--- config.mk ---
export PLATFORM = sky130hd
export DESIGN_NAME = bcd_addsub_seq_ctrl_flat
export DESIGN_NICKNAME = d
export VERILOG_FILES = /design/src/rtl/bcd_addsub_seq_ctrl_if.sv /design/src/rtl/bcd_addsub_seq_ctrl.sv /design/src/flat_wrapper.sv
export SDC_FILE = /design/constraint.sdc
export NUM_CORES = 1
export LEC_CHECK = 0
export CORE_MARGIN = 2
export CORE_UTILIZATION = 52
export CTS_CLUSTER_SIZE = 12
export DETAILED_ROUTE_END_ITERATION = 12
export GPL_ROUTABILITY_DRIVEN = 0
export PLACE_DENSITY_LB_ADDON = 0.08
export SYNTH_ARGS = -nofsm -noshare
export SYNTH_HDL_FRONTEND = slang
export SYNTH_SLANG_ARGS = --single-unit
--- constraint.sdc ---
create_clock -name clk -period 2.4 [get_ports clk]
set_input_delay 0.48 -clock clk [delete_from_list [all_inputs] [get_ports clk]]
set_output_delay 0.48 -clock clk [all_outputs]
set_load 0.1 [all_outputs]
--- src/rtl/bcd_addsub_seq_ctrl_if.sv ---
// Operand request / result bundle for the BCD add/subtract sequencer.
interface bcd_addsub_seq_ctrl_if #(parameter int NDIG = 3);
   logic              start;
   logic              op;
   logic              sign_a;
   logic [4*NDIG-1:0] a_bcd;
   logic              sign_b;
   logic [4*NDIG-1:0] b_bcd;
   logic              busy;
   logic              done;
   logic              res_sign;
   logic [4*NDIG-1:0] res_bcd;
   logic              ovf;
   logic              err;

   modport slave (
      input  start, op, sign_a, a_bcd, sign_b, b_bcd,
      output busy, done, res_sign, res_bcd, ovf, err
   );

   modport master (
      output start, op, sign_a, a_bcd, sign_b, b_bcd,
      input  busy, done, res_sign, res_bcd, ovf, err
   );
endinterface

--- src/rtl/bcd_addsub_seq_ctrl.sv ---
// Signed sign-magnitude BCD add/subtract sequencer driving one shared external digit adder.
// Optional LED segment output is enabled with `define BCD_ADDSUB_SEQ_LED_EN.
module bcd_addsub_seq_ctrl #(
   parameter int NDIG = 3
) (
   input  logic                   clk,
   input  logic                   rst,
   bcd_addsub_seq_ctrl_if.slave   bus,
   output logic [3:0]             dig_a,
   output logic [3:0]             dig_b,
   output logic                   dig_cin,
   input  logic [3:0]             dig_sum,
   input  logic                   dig_cout
`ifdef BCD_ADDSUB_SEQ_LED_EN
   ,
   output logic [7*(NDIG+1)-1:0]  seg
`endif
);

   localparam int KW = (NDIG > 1) ? $clog2(NDIG) : 1;

   typedef logic [NDIG-1:0][3:0] bcd_t;
   typedef enum logic [1:0] {S_IDLE, S_PASS1, S_RECOMP, S_DONE} state_t;

   state_t          state_q, state_d;
   logic [KW-1:0]   k_q, k_d;
   logic            carry_q, carry_d;
   logic            eff_q, eff_d;
   logic            sign_a_q, sign_a_d;
   bcd_t            a_q, a_d;
   bcd_t            b_q, b_d;
   bcd_t            work_q, work_d;
   logic            busy_q, busy_d;
   logic            done_q, done_d;
   logic            res_sign_q, res_sign_d;
   bcd_t            res_bcd_q, res_bcd_d;
   logic            ovf_q, ovf_d;
   logic            err_q, err_d;

   function automatic logic has_bad_digit(input bcd_t v);
      logic bad;
      bad = 1'b0;
      for (int i = 0; i < NDIG; i++) begin
         if (v[i] > 4'd9) bad = 1'b1;
      end
      return bad;
   endfunction

   // Subtraction adds the 9's complement of B with carry-in 1 (10's complement).
   always_comb begin
      dig_a   = 4'd0;
      dig_b   = 4'd0;
      dig_cin = 1'b0;
      case (state_q)
         S_PASS1: begin
            dig_a   = a_q[k_q];
            dig_b   = eff_q ? (4'd9 - b_q[k_q]) : b_q[k_q];
            dig_cin = carry_q;
         end
         S_RECOMP: begin
            dig_a   = 4'd9 - work_q[k_q];
            dig_b   = 4'd0;
            dig_cin = carry_q;
         end
         default: ;
      endcase
   end

   bcd_t work_upd;
   logic last_dig;
   logic fin;
   bcd_t fin_bcd;
   logic fin_sign;
   logic fin_ovf;

   always_comb begin
      work_upd        = work_q;
      work_upd[k_q]   = dig_sum;
      last_dig        = (k_q == KW'(NDIG - 1));

      state_d    = state_q;
      k_d        = k_q;
      carry_d    = carry_q;
      eff_d      = eff_q;
      sign_a_d   = sign_a_q;
      a_d        = a_q;
      b_d        = b_q;
      work_d     = work_q;
      busy_d     = busy_q;
      done_d     = 1'b0;
      res_sign_d = res_sign_q;
      res_bcd_d  = res_bcd_q;
      ovf_d      = ovf_q;
      err_d      = err_q;
      fin        = 1'b0;
      fin_bcd    = work_upd;
      fin_sign   = sign_a_q;
      fin_ovf    = 1'b0;

      case (state_q)
         S_IDLE: begin
            if (bus.start) begin
               a_d        = bus.a_bcd;
               b_d        = bus.b_bcd;
               sign_a_d   = bus.sign_a;
               eff_d      = bus.op ^ bus.sign_a ^ bus.sign_b;
               carry_d    = bus.op ^ bus.sign_a ^ bus.sign_b;
               k_d        = '0;
               work_d     = '0;
               busy_d     = 1'b1;
               res_sign_d = 1'b0;
               res_bcd_d  = '0;
               ovf_d      = 1'b0;
               err_d      = 1'b0;
               if (has_bad_digit(bus.a_bcd) || has_bad_digit(bus.b_bcd)) begin
                  err_d   = 1'b1;
                  done_d  = 1'b1;
                  state_d = S_DONE;
               end else begin
                  state_d = S_PASS1;
               end
            end
         end
         S_PASS1: begin
            work_d  = work_upd;
            carry_d = dig_cout;
            k_d     = k_q + 1'b1;
            if (last_dig) begin
               k_d = '0;
               if (!eff_q) begin
                  fin     = 1'b1;
                  fin_ovf = dig_cout;
               end else if (dig_cout) begin
                  fin     = 1'b1;
               end else begin
                  // Raw difference went negative: recomplement to get the magnitude.
                  carry_d = 1'b1;
                  state_d = S_RECOMP;
               end
            end
         end
         S_RECOMP: begin
            work_d  = work_upd;
            carry_d = dig_cout;
            k_d     = k_q + 1'b1;
            if (last_dig) begin
               k_d      = '0;
               fin      = 1'b1;
               fin_sign = ~sign_a_q;
            end
         end
         S_DONE: begin
            busy_d  = 1'b0;
            state_d = S_IDLE;
         end
         default: state_d = S_IDLE;
      endcase

      if (fin) begin
         state_d    = S_DONE;
         done_d     = 1'b1;
         res_bcd_d  = fin_bcd;
         res_sign_d = fin_sign & (|fin_bcd);
         ovf_d      = fin_ovf;
      end
   end

`ifdef BCD_ADDSUB_SEQ_LED_EN
   logic [7*(NDIG+1)-1:0] seg_q, seg_d;

   // Segment order {a,b,c,d,e,f,g}, a in the MSB.
   function automatic logic [6:0] seg7(input logic [3:0] d);
      logic [6:0] s;
      case (d)
         4'd0: s = 7'b1111110;
         4'd1: s = 7'b0110000;
         4'd2: s = 7'b1101101;
         4'd3: s = 7'b1111001;
         4'd4: s = 7'b0110011;
         4'd5: s = 7'b1011011;
         4'd6: s = 7'b1011111;
         4'd7: s = 7'b1110000;
         4'd8: s = 7'b1111111;
         4'd9: s = 7'b1111011;
         default: s = 7'b0000000;
      endcase
      return s;
   endfunction

   always_comb begin
      seg_d = seg_q;
      if (state_q == S_DONE) begin
         for (int i = 0; i < NDIG; i++) seg_d[7*i +: 7] = seg7(res_bcd_q[i]);
         seg_d[7*NDIG +: 7] = {6'b000000, res_sign_q};
      end
   end

   assign seg = seg_q;
`endif

   always_ff @(posedge clk) begin
      if (rst) begin
         state_q    <= S_IDLE;
         k_q        <= '0;
         carry_q    <= 1'b0;
         eff_q      <= 1'b0;
         sign_a_q   <= 1'b0;
         a_q        <= '0;
         b_q        <= '0;
         work_q     <= '0;
         busy_q     <= 1'b0;
         done_q     <= 1'b0;
         res_sign_q <= 1'b0;
         res_bcd_q  <= '0;
         ovf_q      <= 1'b0;
         err_q      <= 1'b0;
`ifdef BCD_ADDSUB_SEQ_LED_EN
         seg_q      <= '0;
`endif
      end else begin
         state_q    <= state_d;
         k_q        <= k_d;
         carry_q    <= carry_d;
         eff_q      <= eff_d;
         sign_a_q   <= sign_a_d;
         a_q        <= a_d;
         b_q        <= b_d;
         work_q     <= work_d;
         busy_q     <= busy_d;
         done_q     <= done_d;
         res_sign_q <= res_sign_d;
         res_bcd_q  <= res_bcd_d;
         ovf_q      <= ovf_d;
         err_q      <= err_d;
`ifdef BCD_ADDSUB_SEQ_LED_EN
         seg_q      <= seg_d;
`endif
      end
   end

   assign bus.busy     = busy_q;
   assign bus.done     = done_q;
   assign bus.res_sign = res_sign_q;
   assign bus.res_bcd  = res_bcd_q;
   assign bus.ovf      = ovf_q;
   assign bus.err      = err_q;

endmodule

--- src/flat_wrapper.sv ---
// flat-port wrapper written by rule: the top's interface ports become plain ports
module bcd_addsub_seq_ctrl_flat 
#(
   parameter int NDIG = 3
)
  (clk, rst, dig_a, dig_b, dig_cin, dig_sum, dig_cout, bus_start, bus_op, bus_sign_a, bus_a_bcd, bus_sign_b, bus_b_bcd, bus_busy, bus_done, bus_res_sign, bus_res_bcd, bus_ovf, bus_err);
  bcd_addsub_seq_ctrl_if #(.NDIG(NDIG)) bus_i ();
  input  logic clk;
  input  logic rst;
  output logic [3:0] dig_a;
  output logic [3:0] dig_b;
  output logic dig_cin;
  input  logic [3:0] dig_sum;
  input  logic dig_cout;
  input wire logic [$bits(bus_i.start)-1:0] bus_start;
  input wire logic [$bits(bus_i.op)-1:0] bus_op;
  input wire logic [$bits(bus_i.sign_a)-1:0] bus_sign_a;
  input wire logic [$bits(bus_i.a_bcd)-1:0] bus_a_bcd;
  input wire logic [$bits(bus_i.sign_b)-1:0] bus_sign_b;
  input wire logic [$bits(bus_i.b_bcd)-1:0] bus_b_bcd;
  output wire logic [$bits(bus_i.busy)-1:0] bus_busy;
  output wire logic [$bits(bus_i.done)-1:0] bus_done;
  output wire logic [$bits(bus_i.res_sign)-1:0] bus_res_sign;
  output wire logic [$bits(bus_i.res_bcd)-1:0] bus_res_bcd;
  output wire logic [$bits(bus_i.ovf)-1:0] bus_ovf;
  output wire logic [$bits(bus_i.err)-1:0] bus_err;
  assign bus_i.start = bus_start;
  assign bus_i.op = bus_op;
  assign bus_i.sign_a = bus_sign_a;
  assign bus_i.a_bcd = bus_a_bcd;
  assign bus_i.sign_b = bus_sign_b;
  assign bus_i.b_bcd = bus_b_bcd;
  assign bus_busy = bus_i.busy;
  assign bus_done = bus_i.done;
  assign bus_res_sign = bus_i.res_sign;
  assign bus_res_bcd = bus_i.res_bcd;
  assign bus_ovf = bus_i.ovf;
  assign bus_err = bus_i.err;
  bcd_addsub_seq_ctrl #(.NDIG(NDIG)) u_core (.clk(clk), .rst(rst), .bus(bus_i), .dig_a(dig_a), .dig_b(dig_b), .dig_cin(dig_cin), .dig_sum(dig_sum), .dig_cout(dig_cout));
endmodule
After elaboration in Yosys (flattened, before gate mapping)
Cells that the tools add are included.
Storage, ports and cells
  register bits: 60
  bits of input ports: 35
  output and inout port bits: 26
  logic and storage cells: 124
Cells by class
  add/sub/neg operators: 3
  order comparisons: 8
  equality and inequality tests: 9
  multiplexer cells: 61
  bitwise gates (word level): 4
  reductions and logical operators: 17
Operator list (number)
  2-to-1 mux 12 bit: 3
  2-to-1 mux 1 bit: 32
  binary-select mux 4 bit (select 2 bit): 3
  > comparator 4 bit, second input constant: 6
  2-to-1 mux 4 bit: 6
  case mux 12 bit (2 select lines): 1
  2-to-1 mux 2 bit: 8
  bitwise mux 12 bit: 1
  OR reduction 12 bit: 1
  AND reduction 2 bit: 5
  demux 4 bit (select 2 bit): 1
  case mux 4 bit (2 select lines): 1
  nonzero test 2 bit: 4
  subtractor 4 bit, first input constant: 2
  == test 2 bit, second input constant: 3
  inequality test 3 x 1 -> 1 bit, second input constant: 2
  inequality test 3 x 2 -> 1 bit, second input constant: 2
  case mux 2 bit (3 select lines): 1
  AND reduction 5 bit: 1
  case mux 1 bit (2 select lines): 2
  case mux 2 bit (2 select lines): 1
  nonzero test 4 bit: 1
  less-than comparator 2 x 3 -> 1 bit, second input constant: 1
  case mux 1 bit (3 select lines): 1
  other kinds (12): 13

Depth between registers and ports, before layout
Gate-level depths: netlist of run 1.
  depth after elaboration: 11
  gate-level depth with buffers: 10
  depth with buffers taken out: 7

Worst setup path after synthesis of run 1
OpenSTA, ideal clock, no wires.
  path kind: flip-flop to output port
  start point: register u_core.k_q[1]
  end point: output port dig_a[3]
  arrival time: 2.902 ns
  path slack: -0.982 ns
  stages on the path, launching flop included: 11
  cells stage by stage: dfxtp_1 buf_6 buf_2 buf_4 mux2i_1 nor2_1 a21oi_1 ha_1 xnor2_1 a22oi_1 nor2b_1
On the way
  cells in the longest elaborated chain, start to end: 4
  elaborated cells on any way between the ends: 6
RTL lines
  from (decl): line bcd_addsub_seq_ctrl.sv:26  | logic [KW-1:0] k_q, k_d;
  from (signal assigned): line bcd_addsub_seq_ctrl.sv:222  | k_q <= k_d;
  binary-select mux 4 bit (select 2 bit): line bcd_addsub_seq_ctrl.sv:61  | dig_a = 4'd9 - work_q[k_q];
  2-to-1 mux 4 bit (implied by the code): line bcd_addsub_seq_ctrl.sv:61
  subtractor 4 bit: line bcd_addsub_seq_ctrl.sv:61
  case mux 4 bit (2 select lines) *: line bcd_addsub_seq_ctrl.sv:54  | case (state_q)
  to (decl): line flat_wrapper.sv:10  | output logic [3:0] dig_a;
Every way passes the cells marked *; elsewhere a longest branch is shown, timed or not. The select of a mux whose other input is x is not followed.

Worst setup path after layout of run 1
Ends and elaborated chain as after synthesis.

==> results by group, run 1 <==
Run status
  • Status: finished, violations left
  • Failing checks: setup timing

Floorplanning
  • DIE HEIGHT: 81.7 um
  • Initial core utilization: 53.3%
  • Row count: 28
  • Die Area: 0.00667 mm^2
  • IO Pins: 61
  • Die Wd: 81.7 um
  • Core ar.: 0.00589 mm^2

Worst hold path
  • Hold Path Class: reg -> reg

Timing
  • Achievable Freq: 394 MHz
  • Clk_skew: 12.1 ps
  • RSZ-0062 raised after global routing: true
  • Hold violation count in the final report: 0
  • Ratio of final minimum period to clock period: 106%
  • Tmin final: 2540 ps
  • Final worst slack: -139 ps
  • Slew @ Worst Pin: 518 ps
  • Final hold slack: 456 ps
  • Final setup vio count: 5
  • Slew Limit Fails: 0
  • Max-slew headroom: 65.5%

Synth
  • Syn Area/Cell: 7.93 um^2
  • Post-synth ARST share: 0%
  • Leading post-synthesis cells by cell area: dfxtp_1 38%, a21oi_1 9.2%, nand2_1 8.8%, mux2i_1 5.1%, nor2_1 4.8%
  • Yosys reg bits: 60
  • Yosys warns: 0
  • Syn Inst Count: 396
  • Seq/Total Area, Yosys: 38.3%
  • Number of flops mapped to enable cells by yosys: 0
  • Post-Syn Area: 0.00314 mm^2
  • Top cell type's share of synthesized area: 38.3%
  • Synth cell types: 51
  • Syn_nets: 437
  • Ys flop type: dfxtp_1
  • Leading area contributor after synthesis: dfxtp_1

Global route
  • Total grt overflow: 0
  • Overall Global Routing Usage: 27.5%
  • Vias in the first global route: 2958
  • Initial antenna violation count: 0
  • Largest net degree at the start of global routing: 30
  • First-pass GRT wire length: 13.8 mm

Clock network
  • Clock Root Buffer: clkbuf_8
  • CTS buffer count: 9
  • Total clock sinks: 60
  • CTS H-tree depth: 3
  • CTS clk-pin slew, worst paths: 70 ps
  • CTS tree: done
  • Max Buffers Root-to-Sink: 2
  • Clock network latency to the later pin of the worst-skew pair: 340 ps

Placement
  • I/O Buffers: 60
  • Setup Slack @ Placement: 154 ps
  • Hpwl dp: 6.07 mm
  • Placed instance area: 0.00391 mm^2

Worst setup path
  • CP top delay family: flip-flops
  • CP Max Fanout: 10
  • Worst path cell trace: buf_12 > mux2i_1 > nor2_1 > a21oi_2 > ha_4 > xnor2_2 > a22oi_2 > nor2b_4 > buf_12
  • FF-to-FF setup slack: 410 ps
  • Crit path arrival time: 2060 ps
  • CP Buf/Inv Count: 2
  • Critical path endpoint category: output pin
  • Crit Path Class: reg -> out
  • Critical path's most frequent cell: buf_12
  • Worst stage delay on the critical path: 350 ps
  • CP Data Required Time: 1920 ps
  • Worst setup SP type: flop
  • CP max-delay cell: dfxtp_2

Routing
  • Vias per cell: 5.76
  • Via count: 3135
  • Antenna violation net count after detailed routing: 0
  • 1st-iter DRT viols: 146
  • Routed Wire Length: 8.71 mm
  • DRC errors left: 0
  • Avg WL per Cell: 16.0 um
  • Drt first pass iters: 4

Finish
  • FILL cells: 475
  • N_diodes: 0
  • Design Area, Final: 0.00426 mm^2
  • Layout Nets: 505
  • Layout cell share with drive strength beyond 1: 22.8%
  • Area grow syn2layout: 35.6%
  • Commonest non-fill, non-tap cell in the layout: nand2_1
  • Final Util: 72.3%
  • Commonest non-fill, non-tap cells in the layout: 74 x nand2_1, 59 x dfxtp_1, 54 x a21oi_1

Pwr
  • Leakage: 1.57 nW
  • VDD IR max: 0.000729 V
  • Power per cell area: 1060 mW/mm^2

Job
  • Max Cap Viol: 0
## path summary, 6_finish.rpt
kind,to,from,depth (start not counted)
worst max-delay path,dig_a[3],u_core.k_q[1]$_SDFFE_PP0P_,9
worst min-delay path,u_core.a_q[8]$_SDFFE_PP0P_,u_core.a_q[8]$_SDFFE_PP0P_,2
worst max register to register,u_core.bus.res_sign$_SDFFE_PP0P_,u_core.k_q[0]$_SDFFE_PP0P_,7
worst min register to register,u_core.a_q[8]$_SDFFE_PP0P_,u_core.a_q[8]$_SDFFE_PP0P_,2
## routing by layer
metal	wire length, um	vias up	track usage [%]
li1	-	1523	-
met1	3710	1460	32.7
met2	4150	117	45.4
met3	539	35	8.02
met4	304	0	13.8
met5	0	-	0
## power breakdown
| part | total [mW] | switching, mW | internal, mW |
|---|---|---|---|
| Clock | 0.942 | 0.409 | 0.533 |
| Combinational | 2.30 | 1.37 | 0.931 |
| Sequential | 1.28 | 0.131 | 1.15 |
## area by class of cell
cell class / instances / area (um^2) / share of cell area (%)
inverters: 5 / 18.8 / 0.441
clock inverters: 4 / 47.5 / 1.12
repair buffers: 88 / 873 / 20.5
multi-input cells: 300 / 1860 / 43.8
well taps: 75 / 93.8 / 2.21
flip-flops and latches: 60 / 1200 / 28.3
clock buffers: 12 / 155 / 3.65
## metrics by stage
stage / instances / TNS [ps] / power [mW]
2_1_floorplan: 396 / -60.0 / 2.82
3_3_place_gp: 517 / 0 / 3.35
3_5_place_dp: 517 / 0 / 3.37
4_1_cts: 543 / -158 / 4.44
5_1_grt: 544 / -837 / 4.78
6_report: 544 / -382 / 4.53
## cells in the mapped netlist (5+ instances only)
cell / count
o21ai_0: 8
inv_1: 5
a32oi_1: 10
nor2_1: 40
xnor2_1: 5
a21oi_1: 58
nand2_1: 74
mux2i_1: 16
mux2_2: 5
clkbuf_1: 18
buf_2: 6
dfxtp_1: 60
nand3_1: 13
ha_1: 6
o21ai_1: 5
## sequential cells by signal, summed over array words and instances (netlist names)
signal               count
u_core.bus.busy          1
u_core.bus.done          1
u_core.bus.ovf           1
u_core.work_q           12
u_core.sign_a_q          1
u_core.eff_q             1
u_core.bus.res_bcd      12
u_core.b_q              12
u_core.k_q               2
u_core.state_q           2
u_core.a_q              12
u_core.carry_q           1
u_core.bus.res_sign      1
u_core.bus.err           1
## worst register-to-register path, cell delays in order, from the launching register on
cell	delay, ps
dfxtp_1	330
buf_4	180
buf_4	200
nor2_1	420
a22o_1	230
o32ai_1	90
nor4_2	320
o41ai_2	120
## cell families after synthesis
family          share of synthesized area [%]
compound gates                           19.7
xor+xnor                                 1.67
fa+ha+maj                                2.39
buf+inv                                  5.74
flops                                    38.3
mux                                      7.97
simple gates                             24.3
## timing repair
item                       in CTS  in global routing
hold buffers                    0                  0
setup buffers                  10                  1
pin swaps                       2                  3
gates resized for setup         8                  7
setup endpoints to repair       4                  9
hold endpoints to repair        0                  0
No activity file was read; power rests on OpenSTA's default activity.
==> inputs of run 2 (changes only) <==
- CORE_MARGIN: 2 -> 5
- CORE_UTILIZATION: 52 -> 40
==> run 2 against run 1 <==
  * The run still ends with setup timing left
  * Non-clock buffer count is 2 lower
  * Global-route usage shrank 8.3 points
  * Register-to-register slack lost 30 ps
  * Via count is 3.8% lower
  * Worst setup slack gained 73 ps
  * Hold slack barely moved
  * Clock power decreased by 3.4%
  * Maximum frequency is 2.9% higher
  * Utilization decreased by 16 points
  * Sequential share of layout area down 0.44 points
  * Largest power group unchanged
  * Clock skew shrank 2.7 ps
==> results by group, run 2 (synthesis results as in run 1) <==
Run status
  • Status: finished, violations left
  • Failing checks: setup timing

Placement
  • Placed instance area: 0.00398 mm^2 (+1.8%)
  • Hpwl dp: 6.57 mm (+8.3%)
  • I/O Buffers: 60 (unchanged)

Clock network
  • Total clock sinks: 60 (unchanged)
  • CTS buffer count: 9 (unchanged)
  • CTS clk-pin slew, worst paths: 70 ps (about the same)
  • Post-CTS Hold Buffers: 0 (unchanged)
  • CTS tree: done
  • Max Buffers Root-to-Sink: 2 (unchanged)
  • Clock Root Buffer: clkbuf_8
  • Clock network latency to the later pin of the worst-skew pair: 340 ps (about the same)
  • CTS H-tree depth: 3 (unchanged)

Global route
  • Total grt overflow: 0 (unchanged)
  • Overall Global Routing Usage: 19.2% (-8.3 points)
  • Vias in the first global route: 3073 (+3.9%)
  • Largest net degree at the start of global routing: 43 (+43%)
  • Initial antenna violation count: 0 (unchanged)
  • First-pass GRT wire length: 15.3 mm (+11%)

Finish
  • N_diodes: 0 (unchanged)
  • FILL cells: 763 (+61%)
  • Commonest non-fill, non-tap cells in the layout: 72 x nand2_1, 58 x dfxtp_1, 55 x a21oi_1
  • Layout Nets: 503 (-0.40%)
  • Layout cell share with drive strength beyond 1: 23.8% (+1.0 points)
  • Area grow syn2layout: 37.9%
  • Design Area, Final: 0.00433 mm^2 (+1.7%)
  • Commonest non-fill, non-tap cell in the layout: nand2_1

Timing
  • RSZ-0062 raised after global routing: true
  • Max-slew headroom: 48.6% (-17 points)
  • Slew Limit Fails: 0 (unchanged)
  • Slew @ Worst Pin: 771 ps (+253 ps)
  • Achievable Freq: 405 MHz (+2.9%)
  • Final worst slack: -66.4 ps (+72.7 ps)
  • Tmin final: 2470 ps (-72.7 ps)
  • Final setup vio count: 4 (-1)
  • Clk_skew: 9.45 ps (-2.66 ps)
  • Hold violation count in the final report: 0 (unchanged)
  • Ratio of final minimum period to clock period: 103% (-3.0 points)

Worst setup path
  • Crit path arrival time: 1990 ps (-70 ps)
  • FF-to-FF setup slack: 380 ps (-30 ps)
  • Crit Path Class: reg -> out
  • Worst setup SP type: flop
  • CP Max Fanout: 6 (-4)
  • CP Data Required Time: 1920 ps (about the same)
  • R2r worst-path depth: 5 (-2)
  • RR Endpoint: u_core.carry_q$_SDFFE_PP0P_
  • Critical path endpoint category: output pin
  • Reg2Reg Launch Point: u_core.state_q[1]$_SDFFE_PP0P_

Pwr
  • Flop pwr share: 28.5% (+0.2 points)
  • Sw Pwr: 1.93 mW (+0.75%)
  • Leakage: 1.57 nW (+0.43%)
  • Combinational power share: 51.4% (+0.5 points)
  • VDD IR max: 0.000602 V (-17%)
  • Power per cell area: 1050 mW/mm^2 (-1.5%)
  • Switching share of total power: 42.5% (+0.25 points)
  • Power share of the clock group: 20.1% (-0.7 points)
  • Internal: 2.61 mW (-0.28%)
  • Power, Total: 4.53 mW (+0.16%)

Floorplanning
  • Die Wd: 98.6 um (+21%)
  • Initial core utilization: 40.8% (-13 points)
  • Row count: 32 (+14%)
  • Die Area: 0.00972 mm^2 (+46%)
  • IO Pins: 61 (unchanged)
  • DIE HEIGHT: 98.6 um (+21%)
  • Core ar.: 0.00769 mm^2 (+31%)

Routing
  • DRC errors left: 0 (unchanged)
  • Drt first pass iters: 4 (unchanged)
  • Vias per cell: 5.31 (-7.9%)
  • Antenna violation net count after detailed routing: 0 (unchanged)
  • Via count: 3015 (-3.8%)
  • Routed Wire Length: 9.19 mm (+5.6%)
  • 1st-iter DRT viols: 163 (+12%)
  • Avg WL per Cell: 16.2 um (+1.1%)

Worst hold path
  • Worst hold endpoint: u_core.a_q[10]$_SDFFE_PP0P_
  • Hold Path Class: reg -> reg
  • Cells on Worst Hold Path: 2 (unchanged)
  • Min-delay src: u_core.a_q[10]$_SDFFE_PP0P_

Job
  • Max Cap Viol: 0 (unchanged)
-- run 2: changes by cell type in the layout (fill, tap and decap cells not counted), moves of 2 or more --
cell | previous run | this run
buf_12 | 10 | 12
nand2_1 | 74 | 72
a21oi_4 | 0 | 2
buf_4 | 42 | 37
nand2_2 | 0 | 2
a21oi_2 | 6 | 3
-- run 2: how the worst max path moves through the flow --
stage | from | to | slack (ps) | cells past startpoint
3_5_place_dp | u_core.k_q[0]$_SDFFE_PP0P_ | dig_a[3] | 170 | 7
3_3_place_gp | u_core.k_q[1]$_SDFFE_PP0P_ | dig_a[2] | 200 | 8
2_1_floorplan | u_core.k_q[0]$_SDFFE_PP0P_ | dig_a[3] | -50 | 8
6_report | u_core.k_q[1]$_SDFFE_PP0P_ | dig_b[3] | -70 | 9
5_1_grt | u_core.k_q[1]$_SDFFE_PP0P_ | dig_a[3] | -170 | 9
4_1_cts | u_core.k_q[1]$_SDFFE_PP0P_ | dig_b[3] | -60 | 9
-- run 2: through the flow --
| step | utilization (%) | setup TNS [ps] | cells | hold slack (ps) | setup slack, ps |
|---|---|---|---|---|---|
| floorplan | - | -60.0 | 396 | 436 | -47.3 |
| global placement | 51.7 | 0 | 547 | 443 | 201 |
| detailed placement | 51.7 | 0 | 547 | 448 | 175 |
| CTS | 55.6 | -244 | 567 | 458 | -57.3 |
| global route | 56.3 | -739 | 568 | 479 | -165 |
| finish | 56.3 | -205 | 568 | 456 | -66.4 |
-- run 2: timing repair --
item                                    in CTS  in global routing
pin swaps                                    5                  7
endpoints found under the setup margin       5                  8
buffers inserted                             5                  1
resized for setup                           14                 10
-- run 2: power groups by stage --
| stage | clock network, mW | logic, mW | registers [mW] |
|---|---|---|---|
| detailed placement | 0 | 2.12 | 1.30 |
| floorplan | 0 | 1.46 | 1.36 |
| finish | 0.910 | 2.33 | 1.29 |
| global placement | 0 | 2.12 | 1.29 |
| global route | 0.973 | 2.50 | 1.31 |
| CTS | 0.928 | 2.27 | 1.28 |
-- run 2: cell type report --
class | instances | area, um^2 | share of cell area [%]
Tap cell | 102 | 128 | 2.95
Clock inverter | 4 | 48.8 | 1.13
Sequential cell | 60 | 1200 | 27.8
Timing Repair Buffer | 86 | 887 | 20.5
Clock buffer | 11 | 141 | 3.27
Inverter | 5 | 18.8 | 0.434
Multi-Input combinational cell | 300 | 1900 | 43.9
-- run 2: per-layer routing --
layer  routed length, um  up-vias  global-route usage [%]
li1                    -     1513                       -
met1                4200     1428                    24.8
met2                4520       67                    32.5
met3                 357        7                    3.96
met4                 108        0                    5.67
met5                   0        -                       0
-- run 2: critical path: stages (launching register included) --
cell and delay, ps:
dfxtp_2 340, buf_6 140, mux2i_1 220, nor2_1 90, a21oi_4 170, ha_4 150, nand2_2 60, xnor2_2 160
nor2_4 130, buf_12 180
